File: src/rtl/ghost_mode_ctrl.sv
// Ghost mode scheduler: scatter/chase timetable, frightened override, reverse pulses.
// All outputs registered (1-cycle latency from inputs); enable=0 freezes everything, no backpressure.
module ghost_mode_ctrl #(
    parameter int TICKS_PER_SEC = 25_000_000,
    parameter int FRIGHT_SECS   = 6
) (
    input  logic       clk,
    input  logic       reset,
    input  logic       enable,
    input  logic       powerPellet,
    output logic       isScatter,
    output logic       isChase,
    output logic       isFrightened,
    output logic       frightFlash,
    output logic       reverseDir,
    output logic [2:0] phase
);

    localparam int PW     = (TICKS_PER_SEC > 1) ? $clog2(TICKS_PER_SEC) : 1;
    localparam int FW_RAW = $clog2(FRIGHT_SECS + 1);
    localparam int FW     = (FW_RAW < 2) ? 2 : FW_RAW;

    localparam logic [PW-1:0] PRESC_MAX   = PW'(TICKS_PER_SEC - 1);
    localparam logic [FW-1:0] FRIGHT_LOAD = FW'(FRIGHT_SECS);
    localparam logic [FW-1:0] FLASH_LIM   = FW'(2);
    localparam logic [2:0]    LAST_PHASE  = 3'd7;

    typedef enum logic {
        ST_NORMAL = 1'b0,
        ST_FRIGHT = 1'b1
    } state_t;

    state_t        r_state, w_state_nxt;
    logic [PW-1:0] r_presc, w_presc_nxt;
    logic [4:0]    r_secs,  w_secs_nxt;
    logic [FW-1:0] r_fcnt,  w_fcnt_nxt;
    logic [2:0]    r_phase, w_phase_nxt;
    logic          r_scatter, r_chase, r_fright, r_flash, r_rev;
    logic          w_scatter_nxt, w_chase_nxt, w_fright_nxt, w_flash_nxt, w_rev_nxt;
    logic          w_sec_tick;
    logic          w_pellet;
    logic [4:0]    w_dur;

    function automatic logic [4:0] phase_dur(input logic [2:0] p);
        case (p)
            3'd0:    phase_dur = 5'd7;
            3'd1:    phase_dur = 5'd20;
            3'd2:    phase_dur = 5'd7;
            3'd3:    phase_dur = 5'd20;
            3'd4:    phase_dur = 5'd5;
            3'd5:    phase_dur = 5'd20;
            3'd6:    phase_dur = 5'd5;
            default: phase_dur = 5'd0;
        endcase
    endfunction

    assign w_sec_tick = enable && (r_presc == PRESC_MAX);
    assign w_pellet   = enable && powerPellet;
    assign w_dur      = phase_dur(r_phase);

    always_comb begin
        w_state_nxt = r_state;
        w_presc_nxt = r_presc;
        w_secs_nxt  = r_secs;
        w_fcnt_nxt  = r_fcnt;
        w_phase_nxt = r_phase;
        w_rev_nxt   = 1'b0;

        if (enable) begin
            w_presc_nxt = w_sec_tick ? '0 : r_presc + PW'(1);
        end

        case (r_state)
            ST_NORMAL: begin
                if (w_sec_tick && (r_phase != LAST_PHASE)) begin
                    if (r_secs == w_dur - 5'd1) begin
                        w_phase_nxt = r_phase + 3'd1;
                        w_secs_nxt  = '0;
                        w_rev_nxt   = 1'b1;
                    end else begin
                        w_secs_nxt = r_secs + 5'd1;
                    end
                end
                // Clearing the prescaler drops the partial second of the phase.
                if (w_pellet) begin
                    w_state_nxt = ST_FRIGHT;
                    w_fcnt_nxt  = FRIGHT_LOAD;
                    w_presc_nxt = '0;
                    w_rev_nxt   = 1'b1;
                end
            end
            ST_FRIGHT: begin
                if (w_pellet) begin
                    w_fcnt_nxt  = FRIGHT_LOAD;
                    w_presc_nxt = '0;
                end else if (w_sec_tick) begin
                    w_fcnt_nxt = r_fcnt - FW'(1);
                    if (r_fcnt == FW'(1)) begin
                        w_state_nxt = ST_NORMAL;
                    end
                end
            end
            default: begin
                w_state_nxt = ST_NORMAL;
            end
        endcase

        w_fright_nxt  = (w_state_nxt == ST_FRIGHT);
        w_scatter_nxt = !w_fright_nxt && !w_phase_nxt[0];
        w_chase_nxt   = !w_fright_nxt &&  w_phase_nxt[0];
        w_flash_nxt   = w_fright_nxt && (w_fcnt_nxt <= FLASH_LIM);
    end

    always_ff @(posedge clk or negedge reset) begin
        if (!reset) begin
            r_state   <= ST_NORMAL;
            r_presc   <= '0;
            r_secs    <= '0;
            r_fcnt    <= '0;
            r_phase   <= '0;
            r_scatter <= 1'b1;
            r_chase   <= 1'b0;
            r_fright  <= 1'b0;
            r_flash   <= 1'b0;
            r_rev     <= 1'b0;
        end else begin
            r_state   <= w_state_nxt;
            r_presc   <= w_presc_nxt;
            r_secs    <= w_secs_nxt;
            r_fcnt    <= w_fcnt_nxt;
            r_phase   <= w_phase_nxt;
            r_scatter <= w_scatter_nxt;
            r_chase   <= w_chase_nxt;
            r_fright  <= w_fright_nxt;
            r_flash   <= w_flash_nxt;
            r_rev     <= w_rev_nxt;
        end
    end

    assign isScatter    = r_scatter;
    assign isChase      = r_chase;
    assign isFrightened = r_fright;
    assign frightFlash  = r_flash;
    assign reverseDir   = r_rev;
    assign phase        = r_phase;

endmodule

File: config.mk
export PLATFORM = sky130hd
export DESIGN_NAME = ghost_mode_ctrl
export DESIGN_NICKNAME = d
export VERILOG_FILES = /design/src/rtl/ghost_mode_ctrl.sv
export SDC_FILE = /design/constraint.sdc
export NUM_CORES = 1
export LEC_CHECK = 0
export BUFFER_PORTS_ARGS = -buffer_cell sky130_fd_sc_hd__buf_2
export CAP_MARGIN = 15
export CORE_MARGIN = 1.5
export CORE_UTILIZATION = 35
export CTS_CLUSTER_DIAMETER = 40
export DETAILED_ROUTE_END_ITERATION = 10
export PLACE_DENSITY = 0.52
export RECOVER_POWER = 25
export SLEW_MARGIN = 10
export SYNTH_ARGS = -nofsm -noshare
export SYNTH_HDL_FRONTEND = slang
export SYNTH_SLANG_ARGS = --single-unit
File: constraint.sdc
create_clock -name clk -period 2.95 [get_ports clk]
set_input_delay 0.295 -clock clk [delete_from_list [all_inputs] [get_ports clk]]
set_output_delay 0.295 -clock clk [all_outputs]
set_load 0.005 [all_outputs]
==> metrics <==
metal2 WL=between 2000 and 2500 um; CP Launch Point=phase[0]; Post-layout nets=between 200 and 300; Most used DFF post-synth=dfrtp_1; Crit-path slowest cell=a2111oi_0; PostCTS Resize Cnt=0; Avg WL per Cell=around 14 um; Die ar.=7170 um2; initial antenna violation count=0; Layout area overhead=13.1%; syn avg cell area=approximately 9 um2; clock slew at reported path FFs=0.08 ns; crit-path max cell delay=0.57 ns; Max transition margin=-47.0%; violated checks=capacitance limit, slew limit; Starting Density=a little over a third; Setup Total Neg Slack=0 ns; Pwr Density=430 nW/um2; Buf/Inv on CP=1; H-tree level count=2; Setup Crit Path Kind=flop to flop; proportion of layout cells with a drive suffix above 1=between 10% and 20%; total CTS buffers=5; Post-Synthesis Cell Area=roughly 2300 um2; Initial DRC Count=approximately 120; first-pass GRT wire length=approximately 8700 um; FF-to-FF End=isChase; Top Family by Delay on Critical Path=simple AND/OR/NAND/NOR gates; most common cell after layout, fill and taps aside=dfrtp_1; register area share after synthesis=44.0%; FF-to-FF setup slack=approximately 0.37 ns; Area after DPL=2520 um2; # IOs=12; Critical Path End=isChase; total power=~1.1 mW; minimum clock period=2.58 ns; n_diodes=0; critical path data required time=between 3 and 4 ns; clk sinks=41; design area=approximately 2600 um2; Metal-1 WL=2430 um; post-synthesis cell count=around 250; Top Metal Used=met4; # Post-CTS Setup Buffers=0; Max-Cap Viols=1; run status=finished, violations left; final hold vios=0; Final setup violation count=0; GPL Wtd Cong=approximately 0.76; CTS tree=built; Worst EP arrival=between 2 and 3 ns; total vias in the final route=~1.9k; clk_skew=approximately 0.014 ns; post-detail-place hpwl=approximately 3400 um; largest net degree at the start of global routing=42; core box area=about 6400 um2; Bufs on Longest Clock Path=2; DR DRC count=0; fmax=0.387 GHz; Die Wd=approximately 85 um; Ys Warns=0; RSZ-0062 raised after global routing=no; max-slew violations=42; GRT Total Usage=~15%; metal3 WL=85 um; flop and latch count out of synthesis=41; Total Wirelength=a little under 5000 um; DRT antenna net count=0; maximum VDD drop=0.000175 V; grt total ovfl=0; CP cell instances=inv_1 > ha_1 > or2_2 > o21a_1 > a2111oi_0 > nand4_2 > xnor2_2 > nor2b_1; R2R depth=8; most frequent cells in the layout=40 x dfrtp_1, 33 x nand2_1, 20 x nor2_1, 14 x a21oi_1; Hold Crit Class=input port to flop; FP Rows=29; drt pass-1 iters=5; crit-path max FO=5; via/cell ratio=around 5.4; Leak Pwr=about 1.2 nW; Crit path depth=8; Slew @ Worst Pin=approximately 2.2 ns; Port Buffers=11; Worst-Skew Late Latency=roughly 0.29 ns; Post-synth EDFFs=0; Post-Syn Nets=around 270; CP Launch Type=flop; Synth async-reset ratio=100%; hold slack=approximately 0.24 ns; die height=~85 um; root buf cell=clkbuf_8; Final period util=87.6%; Netlist cell types=52; hold buffers post-CTS=0; Crit. End Element=flop; vias in the first global route=~1.8k; r2r startpoint=phase[0]
## power breakdown
group,total (mW),internal [mW],switching [mW]
logic,0.0677,0.0240,0.0437
clock network,0.474,0.275,0.199
registers,0.593,0.575,0.0182
total,1.13,0.874,0.261
## final cells by class
type	instances	area, um2
clock buffers	6	82.6
flip-flops and latches	41	1030
clock inverters	2	37.5
repair buffers	19	114
fillers	632	3750
well taps	77	96.3
inverters	12	45.0
multi-input cells	194	1240
## worst reg2reg max path, delay by kind of cell (launching register included)
kind | cells | cell delay, ns
simple gates | 3 | 0.74
compound gates | 2 | 0.74
flops | 1 | 0.45
buf+inv | 1 | 0.10
xor+xnor | 1 | 0.22
fa+ha+maj | 1 | 0.23
## cell usage after synthesis (all sizes together) (5+ instances only)
| library cell | count | share of area, % |
|---|---|---|
| nand3 | 12 | 2.6 |
| dfrtp | 40 | 43 |
| ha | 10 | 5.4 |
| o2bb2ai | 7 | 2.6 |
| o21ai | 20 | 4.3 |
| nand2 | 34 | 5.8 |
| o31ai | 7 | 2.5 |
| nor3 | 7 | 2.0 |
| a21oi | 14 | 3.0 |
| a31oi | 6 | 1.6 |
| nor2 | 20 | 3.2 |
| clkbuf | 5 | 0.80 |
| inv | 12 | 1.9 |
## state kept, by name, summed over array words and instances (netlist names)
name,flops
frightFlash,1
r_fcnt,3
r_presc,25
r_secs,5
isFrightened,1
isScatter,1
reverseDir,1
phase,3
isChase,1
## kinds of logic after synthesis
logic type	synth area share, %
buf+inv	2.95
flops	44.0
fa+ha+maj	5.36
mux	2.68
xor+xnor	2.57
compound gates	18.7
simple gates	23.8
## per-layer routing
metal | vias to the layer above | GRT usage (%)
met2 | 17 | 24.5
met5 | - | 0
li1 | 958 | -
met4 | 0 | 4.40
met3 | 2 | 2.65
met1 | 912 | 20.1
## worst min path at each step
| stage | startpoint | endpoint | slack [ns] | cells after the start |
|---|---|---|---|---|
| CTS | reset | r_presc[12] | 0.17 | 1 |
| global route | powerPellet | r_fcnt[0] | 0.24 | 2 |
| floorplan | reset | frightFlash | -0.0006 | 0 |
| global placement | r_presc[24] | r_presc[24] | 0.48 | 1 |
| finish | powerPellet | r_presc[6] | 0.24 | 2 |
| detailed placement | reset | r_presc[0] | 0.50 | 1 |
## per-stage QoR
stage	setup slack (ns)	util, %	std cells
finish	0.366	41.3	351
global route	0.0580	41.3	351
CTS	0.354	41.4	351
detailed placement	0.389	39.5	343
global placement	0.452	39.5	343
floorplan	0.550	-	253
(Power assumes the default switching activity.)
